### src/rtl/life_grid_scanner.sv
// life_grid_scanner: double-buffered 8x8 Life board display.
// Accepts generations over a valid/ready handshake into a shadow buffer.
// Row-scans the active buffer onto an LED matrix, with one blank cycle after
// each lit row. A pending board is swapped in only on the final blank cycle
// of a frame, so a frame never mixes two generations.
module life_grid_scanner #(
    // Clocks each row stays lit per frame; must be 1..255.
    parameter int unsigned DWELL = 4
) (
    input  logic        clk,
    input  logic        reset,
    input  logic [63:0] grid_in,
    input  logic        grid_valid,
    output logic        grid_ready,
    output logic [7:0]  row_sel,
    output logic [7:0]  col_data,
    output logic        frame_done,
    output logic        still_life,
    output logic        extinct,
    output logic [15:0] gen_count
);

    typedef enum logic [1:0] {
        IDLE  = 2'd0,
        SHOW  = 2'd1,
        BLANK = 2'd2
    } state_t;

    localparam logic [7:0] DWELL_LAST = 8'(DWELL - 1);

    state_t      state_q, state_d;
    logic [63:0] active_q, active_d;
    logic [63:0] shadow_q, shadow_d;
    logic        shadow_full_q, shadow_full_d;
    logic [2:0]  row_q, row_d;
    logic [7:0]  dwell_q, dwell_d;
    logic [15:0] gen_count_q, gen_count_d;
    logic        still_life_q, still_life_d;

    logic        transfer;
    logic [63:0] active_shifted;

    // Decode all outputs from registered state only; grid_ready never looks at grid_valid.
    always_comb begin
        grid_ready     = (state_q == IDLE) ? 1'b1 : ~shadow_full_q;
        // Shift the lit row into the top byte; row 0 is the most significant byte.
        active_shifted = active_q << {row_q, 3'b000};
        row_sel        = 8'h00;
        col_data       = 8'h00;
        if (state_q == SHOW) begin
            row_sel  = 8'h01 << row_q;
            col_data = active_shifted[63:56];
        end
        frame_done = (state_q == BLANK) && (row_q == 3'd7);
        extinct    = (state_q != IDLE) && (active_q == 64'h0);
        still_life = still_life_q;
        gen_count  = gen_count_q;
    end

    // Next-state logic: handshake, shadow capture, row/dwell sequencing, frame swap.
    always_comb begin
        // NOTE: every _d starts as its _q so no path through the case below infers a latch.
        state_d       = state_q;
        active_d      = active_q;
        shadow_d      = shadow_q;
        shadow_full_d = shadow_full_q;
        row_d         = row_q;
        dwell_d       = dwell_q;
        gen_count_d   = gen_count_q;
        still_life_d  = still_life_q;

        transfer = grid_valid & grid_ready;

        if (transfer && (gen_count_q != 16'hFFFF)) begin
            gen_count_d = gen_count_q + 16'd1;
        end

        // Once scanning, every accepted board parks in the shadow buffer.
        // A swap only happens with shadow_full set, which holds grid_ready low,
        // so capture and swap never collide.
        if (transfer && (state_q != IDLE)) begin
            shadow_d      = grid_in;
            shadow_full_d = 1'b1;
        end

        case (state_q)
            IDLE: begin
                if (transfer) begin
                    active_d     = grid_in;
                    state_d      = SHOW;
                    row_d        = 3'd0;
                    dwell_d      = 8'd0;
                    still_life_d = 1'b0;
                end
            end
            SHOW: begin
                if (dwell_q == DWELL_LAST) begin
                    state_d = BLANK;
                    dwell_d = 8'd0;
                end else begin
                    dwell_d = dwell_q + 8'd1;
                end
            end
            BLANK: begin
                state_d = SHOW;
                // Row 7 wraps to 0 naturally in 3 bits.
                row_d   = row_q + 3'd1;
                if ((row_q == 3'd7) && shadow_full_q) begin
                    active_d      = shadow_q;
                    shadow_full_d = 1'b0;
                    still_life_d  = (shadow_q == active_q);
                end
            end
            default: begin
                state_d = IDLE;
            end
        endcase
    end

    // State registers with synchronous active-low reset; board buffers are cleared too.
    always_ff @(posedge clk) begin
        // NOTE: non-blocking assignments here so every flop samples pre-edge values.
        if (!reset) begin
            state_q       <= IDLE;
            active_q      <= 64'h0;
            shadow_q      <= 64'h0;
            shadow_full_q <= 1'b0;
            row_q         <= 3'd0;
            dwell_q       <= 8'd0;
            gen_count_q   <= 16'h0000;
            still_life_q  <= 1'b0;
        end else begin
            state_q       <= state_d;
            active_q      <= active_d;
            shadow_q      <= shadow_d;
            shadow_full_q <= shadow_full_d;
            row_q         <= row_d;
            dwell_q       <= dwell_d;
            gen_count_q   <= gen_count_d;
            still_life_q  <= still_life_d;
        end
    end

endmodule
### config.mk
export PLATFORM = sky130hd
export DESIGN_NAME = life_grid_scanner
export DESIGN_NICKNAME = d
export VERILOG_FILES = /design/src/rtl/life_grid_scanner.sv
export SDC_FILE = /design/constraint.sdc
export NUM_CORES = 1
export LEC_CHECK = 0
export ABC_CLOCK_PERIOD_IN_PS = 1800
export CORE_MARGIN = 4
export CORE_UTILIZATION = 51
export CTS_BUF_LIST = sky130_fd_sc_hd__clkbuf_16
export DETAILED_ROUTE_END_ITERATION = 16
export GPL_TIMING_DRIVEN = 0
export HOLD_SLACK_MARGIN = 0.12
export PLACE_DENSITY_LB_ADDON = 0.12
export RECOVER_POWER = 100
export SLEW_MARGIN = 40
export SYNTH_ARGS = -nofsm -noshare
export SYNTH_HDL_FRONTEND = slang
export SYNTH_SLANG_ARGS = --single-unit
### constraint.sdc
create_clock -name clk -period 1.8 [get_ports clk]
set_input_delay 0.18 -clock clk [delete_from_list [all_inputs] [get_ports clk]]
set_output_delay 0.18 -clock clk [all_outputs]
set_load 0.01 [all_outputs]
### Yosys cells after proc, flatten, opt, wreduce, memory -nomap -nowiden

Index checks and enable logic that the tools add are counted.

* add/subtract/negate cells: 3
* eq/ne operators: 9
* shift-type cells: 2
* muxes and demuxes: 20
* bitwise operators: 2
* reduce and logical (&&, ||, !) cells: 14

Operators by type and width (number)
* $mux W64: 2
* $pmux W64 S2: 1
* $eq A64 B64 Y1: 1
* $logic_not A64 Y1: 1
* $shl A64 B6 Y64: 1
* $mux W8: 4
* $add A16 B1 Y16 const B: 1
* $ne A16 B16 Y1 const B: 1
* $pmux W8 S2: 1
* $add A8 B1 Y8 const B: 1
* $eq A8 B2 Y1 const B: 1
* $shl A1 B3 Y8 const A: 1
* $mux W1: 6
* $pmux W2 S3: 1
* $pmux W3 S2: 1
* $reduce_and A2 Y1: 3
* $reduce_bool A2 Y1: 3
* $logic_and A1 B1 Y1: 5
* $mux W2: 2
* $ne A2 B1 Y1 const B: 2
* $add A3 B1 Y3 const B: 1
* $eq A3 B3 Y1 const B: 1
* $mux W3: 1
* $reduce_and A3 Y1: 1
* other kinds (7): 7

* flip-flop bits (word level): 159
* input port bits: 67
* output and inout port bits: 36

### Longest topological paths before layout

Gate-level depths: netlist of the first run.

* depth after elaboration: 7
* mapped depth: 8

### Worst setup path after synthesis of the first run

OpenSTA, ideal clock, no wires.

* path kind: register to register
* from: reg gen_count_q[0], in the netlist gen_count[0]
* to: reg gen_count_q[14], in the netlist gen_count[14]
* setup time: 0.115 ns
* arrival: 1.637 ns
* required time: 1.685 ns
* slack: 0.048 ns
* stages on the path, launching flop included: 7
* path buffers: 0
* cells stage by stage: dfxtp_1 > ha_1 > nand2_1 > or3_1 > nor4_1 > xor2_1 > and2_1

* cells in the longest elaborated chain, start to end: 2
* elaborated cells on any way between the ends: 3
* those cells by class: add/sub: 1; eq/ne: 1; reduce/logical: 1

RTL lines
* from (decl): line 37 `logic [15:0] gen_count_q, gen_count_d;`
* from (signal assigned): line 139 `gen_count_q <= gen_count_d;`
* parallel branches: the longest is 2 deep, another holds $add A16 B1 Y16

Several ways; the timed one is not identified.
A chain may end at the register's enable or synchronous reset.

### Worst setup path after layout of the first run

* from: reg active_q[20]
* to: out extinct

* cells in the longest elaborated chain, start to end: 2

RTL lines
* from (decl): line 32 `logic [63:0] active_q, active_d;`
* from (signal assigned): line 134 `active_q <= active_d;`
* $logic_not A64 Y1: line 55 `extinct = (state_q != IDLE) && (active_q == 64'h0);`
* $logic_and A1 B1 Y1: line 55
* to (decl): line 19 `output logic extinct,`

No other way between the ends.

==> impl_metrics.prom, run 1 <==
# TYPE chip_impl_metric gauge
chip_impl_info{name="run_status",value="finished, violations left"} 1
chip_impl_info{name="failing_checks",value="setup timing"} 1
chip_impl_metric{name="synth.top_cell.area_share",unit="%"} 38.2
chip_impl_metric{name="fp.dieArea",unit="um^2"} 18500
chip_impl_metric{name="mappedNetlistArea",unit="um^2"} 8330
chip_impl_metric{name="power-per-cell-area",unit="nW/um^2"} 801
chip_impl_metric{name="peakVddDrop",unit="mV"} 0.703
chip_impl_metric{name="grt.met1_usage",unit="%"} 38.7
chip_impl_info{name="ctsRootBufferMaster",value="clkbuf_16"} 1
chip_impl_info{name="rsz0062_at_grt",value="yes"} 1
chip_impl_metric{name="ios",unit=""} 103
chip_impl_metric{name="grtUsageMet3",unit="%"} 6.00
chip_impl_metric{name="grt_pass1_wl",unit="um"} 40100
chip_impl_info{name="path_cells",value="nor4_1 -> nand2_1 -> nor3_2 -> nand3_1 -> nor4_4 -> buf_2"} 1
chip_impl_metric{name="synth_fp_nets",unit=""} 1010
chip_impl_metric{name="grt_overflow_total",unit=""} 0
chip_impl_info{name="ys_top_cells_by_area",value="dfxtp_1 (38%), nand2_1 (11%), mux2i_1 (7.7%), o211a_1 (7.7%), a21boi_0 (5.7%)"} 1
chip_impl_info{name="critical_path.reg2reg.endpoint",value="still_life"} 1
chip_impl_info{name="hold_path_startpoint",value="reset"} 1
chip_impl_metric{name="postSynthRegisterBits",unit=""} 159
chip_impl_metric{name="drt_iter0_markers",unit=""} 872
chip_impl_metric{name="route.vias.total",unit=""} 7703
chip_impl_metric{name="clkLatencyLatePin",unit="ps"} 430
chip_impl_metric{name="drtAntennaViolNets",unit=""} 0
chip_impl_metric{name="start_util",unit="%"} 52.3
chip_impl_metric{name="place_ws",unit="ps"} -688
chip_impl_metric{name="yosysWarningCount",unit=""} 0
chip_impl_metric{name="cts.sinks",unit=""} 159
chip_impl_metric{name="post-place-cells",unit=""} 1252
chip_impl_metric{name="layout.core_utilization",unit="%"} 69.3
chip_impl_metric{name="slew_headroom",unit="%"} 44.7
chip_impl_metric{name="cts-htree-levels",unit=""} 4
chip_impl_metric{name="maximum_capacitance_violations",unit=""} 0
chip_impl_metric{name="crit_fanout",unit=""} 4
chip_impl_info{name="crit_path_end_kind",value="output pin"} 1
chip_impl_metric{name="slew_violations",unit=""} 0
chip_impl_metric{name="layout-area-overhead-vs-synth",unit="%"} 32.6
chip_impl_metric{name="synth_async_sr_flop_share",unit="%"} 0
chip_impl_metric{name="finalCritPeriodShare",unit="%"} 119
chip_impl_metric{name="remaining_drc_errors",unit=""} 0
chip_impl_info{name="timing.critical_path.from_type",value="flip-flop"} 1
chip_impl_metric{name="avgRoutedWirePerCell",unit="um"} 20.4
chip_impl_metric{name="placement.io_buffers",unit=""} 101
chip_impl_metric{name="layout-drive-gt1-share",unit="%"} 18.5
chip_impl_metric{name="seq_area_frac_synth",unit="%"} 38.2
chip_impl_metric{name="use_met2",unit="%"} 44.9
chip_impl_metric{name="std_cell_rows",unit=""} 46
chip_impl_metric{name="final-hold-violation-count",unit=""} 0
chip_impl_metric{name="drtPass1Iterations",unit=""} 5
chip_impl_metric{name="total_leakage_power",unit="nW"} 5.12
chip_impl_info{name="criticalPathCategory",value="reg2out"} 1
chip_impl_info{name="worst_hold_path_type",value="in2reg"} 1
chip_impl_metric{name="cts_buffers",unit=""} 17
chip_impl_metric{name="min_path_cells",unit=""} 3
chip_impl_metric{name="detailedPlacementHpwl",unit="um"} 19200
chip_impl_info{name="synthFlopType",value="dfxtp_1"} 1
chip_impl_metric{name="worst_slew_pin_slew",unit="ps"} 829
chip_impl_metric{name="reg2reg_setup_slack",unit="ps"} -90
chip_impl_info{name="grt-busiest-layer",value="met2"} 1
chip_impl_metric{name="number_of_global_route_vias_before_repair",unit=""} 7205
chip_impl_metric{name="period_minus_slack",unit="ps"} 2140
chip_impl_metric{name="arrival",unit="ps"} 1960
chip_impl_metric{name="syn_area_per_cell",unit="um^2"} 8.91
chip_impl_metric{name="antenna_cells_inserted",unit=""} 0
chip_impl_info{name="r2r-start",value="state_q[1]"} 1
chip_impl_metric{name="total_routed_wirelength",unit="um"} 27000
chip_impl_metric{name="fmaxAchievable",unit="MHz"} 466
chip_impl_metric{name="finClkSkew",unit="ps"} 5.79
chip_impl_metric{name="ctsHoldBuffers",unit=""} 0
chip_impl_metric{name="grt_antenna_before_repair",unit=""} 0
chip_impl_metric{name="final-instance-count-excl-fill",unit=""} 1321
chip_impl_metric{name="cp_data_required_time",unit="ps"} 1620
chip_impl_metric{name="design.core.area",unit="um^2"} 15900
chip_impl_metric{name="syn-instance-count",unit=""} 935
chip_impl_metric{name="die_h",unit="um"} 136
chip_impl_metric{name="clk_pin_slew",unit="ps"} 60
chip_impl_metric{name="routed_via_density",unit=""} 5.83
chip_impl_metric{name="finalNetCount",unit=""} 1167
chip_impl_metric{name="fin_hold_ws",unit="ps"} 311
chip_impl_info{name="critPathTopFamily",value="simple AND/OR/NAND/NOR gates"} 1
chip_impl_metric{name="layout_setup_ws",unit="ps"} -345
chip_impl_metric{name="timing.reg2reg.worst_path_depth",unit=""} 7
chip_impl_metric{name="largest_net_degree_at_the_start_of_global_routing",unit=""} 17
chip_impl_info{name="critical-path-slowest-cell",value="dfxtp_1"} 1
chip_impl_metric{name="setup_violations",unit=""} 46
chip_impl_info{name="cts_tree",value="yes"} 1
chip_impl_metric{name="gp_routability_congestion",unit=""} 0.975
chip_impl_metric{name="groute.usage.overall",unit="%"} 28.3
chip_impl_metric{name="synth_enable_flop_cells",unit=""} 0
chip_impl_metric{name="max-clock-path-buffers",unit=""} 2
chip_impl_metric{name="synthDistinctLibCells",unit=""} 50
chip_impl_metric{name="die_w",unit="um"} 136
chip_impl_metric{name="fill_cells",unit=""} 1262
chip_impl_metric{name="timing.critical_path.buf_inv",unit=""} 1
chip_impl_metric{name="timing.critical_path.slowest_cell_delay",unit="ps"} 390
chip_impl_metric{name="tns",unit="ps"} -3880
chip_impl_info{name="timing.hold.worst_endpoint",value="gen_count[6]"} 1
chip_impl_info{name="netlist.top_cell.by_area",value="dfxtp_1"} 1
[cells in the final DEF (no fill, tap or decap), types with 17 or more instances in the layout]
master,synthesis,routed
clkdlybuf4s50_1,0,65
nor4_1,25,22
nand4_1,18,19
o211a_1,64,64
buf_6,0,20
inv_1,20,22
dfxtp_1,159,152
nand2_1,235,219
a21boi_0,63,54
mux2i_1,64,64
clkbuf_1,31,19
buf_4,2,29
dlygate4sd3_1,0,17
clkbuf_16,0,22
xnor2_1,34,34
xor2_1,25,25
[synthesized netlist by cell type (3+ instances only)]
cell type and instances:
nor2_1 13, nor4_1 25, nand3_1 12, or3_1 3, buf_2 27, nor3_1 5, a21oi_1 11, a21boi_1 6
and3_1 12, mux4_2 16, mux2i_1 64, nor2b_1 12, xnor2_1 34, o22ai_1 6, and2_1 12, ha_1 8
dfxtp_1 159, nand4_1 18, o211ai_1 8, xor2_1 25, nand2_1 235, inv_1 20, a21boi_0 63, nand2b_1 10
o211a_1 64, clkbuf_1 31, o21ai_0 7
[state kept, by name, summed over array words and instances (netlist names)]
| signal | count |
|---|---|
| dwell_q | 8 |
| gen_count | 16 |
| still_life | 1 |
| shadow_q | 64 |
| state_q | 2 |
| shadow_full_q | 1 |
| row_q | 3 |
| active_q | 64 |
[worst max-delay path by stage]
stage | start | to | slack (ps) | cells past startpoint
final | active_q[20] | extinct | -340 | 6
after global routing | active_q[14] | extinct | -420 | 5
after CTS | row_q[1] | row_sel[0] | -360 | 6
after detailed placement | row_q[0] | col_data[3] | -690 | 6
after global placement | row_q[0] | col_data[3] | -720 | 6
after floorplan | gen_count[0] | gen_count[14] | 50 | 6
[layer usage]
| metal | share of wire [%] | routed length [um] |
|---|---|---|
| met5 | 0 | 0 |
| met3 | 7.8 | 2110 |
| met2 | 47 | 12700 |
| met1 | 42 | 11400 |
| met4 | 2.8 | 757 |
[repair_timing]
action                     CTS  global route
cloned                       0             6
pin swaps                   11            20
buffers inserted            13            20
gates resized for setup    159           120
setup endpoints to repair  163           146
[through the flow]
step / power (mW) / cell area [um^2]
after global routing: 9.15 / 11000
final: 8.85 / 11000
after CTS: 8.75 / 10600
after detailed placement: 5.23 / 9620
after floorplan: 4.68 / 8330
after global placement: 5.22 / 9620
[power breakdown]
group | internal [mW] | switching [mW] | total (mW)
registers | 3.71 | 0.284 | 4.00
logic | 0.686 | 0.681 | 1.37
clock network | 2.01 | 1.48 | 3.49
total | 6.41 | 2.44 | 8.85
[final cells by class]
cell class	count	area [um^2]	area share, %
buffer	60	483	4.37
clock buffer	17	425	3.85
clock inverter	15	134	1.21
inverter	20	75.1	0.679
multi-input combinational	694	5080	46.0
sequential	159	3200	29.0
tap	216	270	2.45
timing repair buffer	140	1380	12.5
[cells by family after synthesis]
family | synth area share [%]
buffers and inverters | 4.19
muxes | 12.0
xor gates and xnor gates | 6.20
DFF | 38.2
and+or+nand+nor | 20.5
AOI/OAI and AO/OA | 17.7
adders and majority gates | 1.20
[worst reg2reg max path: cells and delay by family (launching register included)]
kind | cells | cell delay (ps)
and+or+nand+nor | 3 | 570
AOI/OAI and AO/OA | 2 | 540
buffers and inverters | 2 | 360
DFF | 1 | 340
Note: power is estimated with default switching activity, not from simulation.
==> run 2: changes to the inputs <==
Settings changed: CORE_MARGIN 4 to 2.
==> run 2 against run 1 <==
The run still ends with setup timing left. Maximum frequency fell by 6.2%. Final area rose by 1.2%. Register-to-register slack got worse by 120 ps. Flip-flop and latch count did not move. Die area fell by 5.8%. Count of clock-buffer cells in the layout did not move. Non-clock buffer count rose by 2. Wire length rose by 1.9%. Core utilization rose by 0.85 points.
==> impl_metrics.prom, run 2 (synthesis results as in run 1) <==
# TYPE chip_impl_metric gauge
chip_impl_metric{name="finClkSkew",unit="ps"} 6.47
chip_impl_metric{name="max-clock-path-buffers",unit=""} 2
chip_impl_metric{name="post-place-cells",unit=""} 1252
chip_impl_metric{name="clkPwrFrac",unit="%"} 41.1
chip_impl_metric{name="worst_slew_pin_slew",unit="ps"} 812
chip_impl_metric{name="total_leakage_power",unit="nW"} 5.19
chip_impl_metric{name="total_routed_wirelength",unit="um"} 27500
chip_impl_metric{name="timing.reg2reg.worst_path_depth",unit=""} 7
chip_impl_metric{name="grt_overflow_total",unit=""} 0
chip_impl_info{name="rsz0062_at_grt",value="yes"} 1
chip_impl_metric{name="std_cell_rows",unit=""} 46
chip_impl_metric{name="peakVddDrop",unit="mV"} 0.740
chip_impl_metric{name="timing.critical_path.buf_inv",unit=""} 1
chip_impl_metric{name="p_int",unit="mW"} 6.69
chip_impl_metric{name="design.core.area",unit="um^2"} 15900
chip_impl_metric{name="crit_fanout",unit=""} 4
chip_impl_metric{name="timing.critical_path.slowest_cell_delay",unit="ps"} 390
chip_impl_metric{name="grt_pass1_wl",unit="um"} 40200
chip_impl_metric{name="layout-drive-gt1-share",unit="%"} 19.6
chip_impl_info{name="most_frequent_standard_cell_in_the_layout_excluding_fill_and_tap_cells",value="nand2_1"} 1
chip_impl_info{name="path_cells",value="nor4_1 -> nand2_1 -> nor3_2 -> nand3_1 -> nor4_4 -> buf_2"} 1
chip_impl_metric{name="drtAntennaViolNets",unit=""} 0
chip_impl_metric{name="finalCritPeriodShare",unit="%"} 127
chip_impl_metric{name="grt_antenna_before_repair",unit=""} 0
chip_impl_metric{name="layout-area-overhead-vs-synth",unit="%"} 34.2
chip_impl_metric{name="detailedPlacementHpwl",unit="um"} 18800
chip_impl_metric{name="routed_via_density",unit=""} 5.95
chip_impl_metric{name="cts-htree-levels",unit=""} 4
chip_impl_info{name="cts_tree",value="yes"} 1
chip_impl_metric{name="drt_iter0_markers",unit=""} 688
chip_impl_metric{name="switching_share",unit="%"} 27.0
chip_impl_metric{name="p_sw",unit="mW"} 2.47
chip_impl_metric{name="clk_pin_slew",unit="ps"} 60
chip_impl_info{name="critical-path-slowest-cell",value="dfxtp_1"} 1
chip_impl_metric{name="period_minus_slack",unit="ps"} 2290
chip_impl_metric{name="fp.dieArea",unit="um^2"} 17400
chip_impl_metric{name="pwr-share-seq",unit="%"} 43.7
chip_impl_metric{name="ios",unit=""} 103
chip_impl_metric{name="largest_net_degree_at_the_start_of_global_routing",unit=""} 17
chip_impl_metric{name="groute.usage.overall",unit="%"} 29.7
chip_impl_metric{name="power-per-cell-area",unit="nW/um^2"} 819
chip_impl_info{name="run_status",value="finished, violations left"} 1
chip_impl_metric{name="slew_violations",unit=""} 0
chip_impl_metric{name="die_h",unit="um"} 132
chip_impl_metric{name="drtPass1Iterations",unit=""} 6
chip_impl_info{name="layout_common_cells",value="nand2_1 (216), dfxtp_1 (151), clkdlybuf4s50_1 (66), o211a_1 (64), mux2i_1 (64)"} 1
chip_impl_metric{name="cts_buffers",unit=""} 17
chip_impl_metric{name="fmaxAchievable",unit="MHz"} 437
chip_impl_info{name="worst_hold_path_type",value="in2reg"} 1
chip_impl_metric{name="start_util",unit="%"} 52.3
chip_impl_metric{name="setup_violations",unit=""} 121
chip_impl_metric{name="final-instance-count-excl-fill",unit=""} 1322
chip_impl_metric{name="post-route-cell-area",unit="um^2"} 11200
chip_impl_metric{name="crit_cells",unit=""} 6
chip_impl_metric{name="remaining_drc_errors",unit=""} 0
chip_impl_metric{name="gp_routability_congestion",unit=""} 1.02
chip_impl_metric{name="layout_setup_ws",unit="ps"} -487
chip_impl_metric{name="route.vias.total",unit=""} 7872
chip_impl_metric{name="cts.sinks",unit=""} 159
chip_impl_metric{name="antenna_cells_inserted",unit=""} 0
chip_impl_metric{name="final-hold-violation-count",unit=""} 0
chip_impl_metric{name="cp_data_required_time",unit="ps"} 1620
chip_impl_metric{name="avgRoutedWirePerCell",unit="um"} 20.8
chip_impl_info{name="critPathTopFamily",value="simple AND/OR/NAND/NOR gates"} 1
chip_impl_metric{name="maximum_capacitance_violations",unit=""} 0
chip_impl_info{name="ctsRootBufferMaster",value="clkbuf_16"} 1
chip_impl_metric{name="min_path_cells",unit=""} 3
chip_impl_metric{name="die_w",unit="um"} 132
chip_impl_metric{name="p_comb_share",unit="%"} 15.1
chip_impl_metric{name="placement.io_buffers",unit=""} 101
chip_impl_metric{name="dpl_cell_area",unit="um^2"} 9620
chip_impl_metric{name="finalNetCount",unit=""} 1169
chip_impl_metric{name="arrival",unit="ps"} 2110
chip_impl_info{name="timing.critical_path.from_type",value="flip-flop"} 1
chip_impl_metric{name="number_of_global_route_vias_before_repair",unit=""} 7270
chip_impl_metric{name="place_ws",unit="ps"} -710
chip_impl_metric{name="slew_headroom",unit="%"} 45.9
chip_impl_info{name="crit_path_end_kind",value="output pin"} 1
chip_impl_metric{name="clkLatencyLatePin",unit="ps"} 440
chip_impl_info{name="criticalPathCategory",value="reg2out"} 1
chip_impl_info{name="failing_checks",value="setup timing"} 1
## run 2: cell types whose count changed in the layout (fill, tap and decap cells not counted), sizes merged
| cell | change |
|---|---|
| clkdlybuf4s50 | +1 |
| dlygate4sd3 | -1 |
| clkinv | +3 |
| bufinv | +2 |
| clkinvlp | -2 |
| clkbuf | -1 |
| buf | +3 |
| inv | -4 |
## run 2: worst register-to-register path: cells and delay by family (launching register included)
family	cells	cell delay, ps
simple gates	3	450
flops	1	510
compound gates	2	400
buf+inv	2	580
## run 2: final timing paths
check / start / end / slack [ps]
setup / recovery: active_q[20] / extinct / -490
setup reg to reg: state_q[0] / shadow_q[43] / -210
hold reg to reg: shadow_q[11] / shadow_q[11] / 480
hold / removal: reset / gen_count[6] / 290
## run 2: cell type report
type                    instances  area [um^2]
clock inverters                14          175
fillers                      1252         4760
inverters                      20         80.1
multi-input cells             694         5130
well taps                     216          270
plain buffers                  61          484
flip-flops and latches        159         3200
clock buffers                  17          425
repair buffers                141         1420
## run 2: power groups by stage
stage	sequential (mW)	combinational [mW]	clock, mW
4_1_cts	3.98	1.24	3.76
3_5_place_dp	4.05	1.18	0
5_1_grt	4.02	1.47	3.92
6_report	4.01	1.39	3.77
3_3_place_gp	4.05	1.16	0
2_1_floorplan	3.95	0.728	0
## run 2: timing repair
action / in CTS / in global routing
hold buffers: 0 / 0
pin swaps: 18 / 25
gates cloned: 0 / 5
buffers inserted: 22 / 15
endpoints found under the hold margin: 0 / 0
setup endpoints to repair: 165 / 155
gates resized for setup: 181 / 93
## run 2: metrics by stage
| stage | power (mW) | hold slack [ps] | setup TNS (ps) | utilization, % |
|---|---|---|---|---|
| after global placement | 5.21 | 446 | -65530 | 60.3 |
| after detailed placement | 5.23 | 462 | -64930 | 60.3 |
| after global routing | 9.41 | 306 | -19330 | 70.2 |
| final | 9.16 | 294 | -12800 | 70.2 |
| after CTS | 8.98 | 255 | -2730 | 67.1 |
| after floorplan | 4.68 | 315 | 0 | - |
## run 2: metal layers
layer	track usage, %	share of wire (%)	up-vias
met5	0	0	-
met4	12.6	4.8	0
met3	7.30	8.2	117
met2	46.9	46	386
met1	39.1	41	3747
li1	-	-	3622
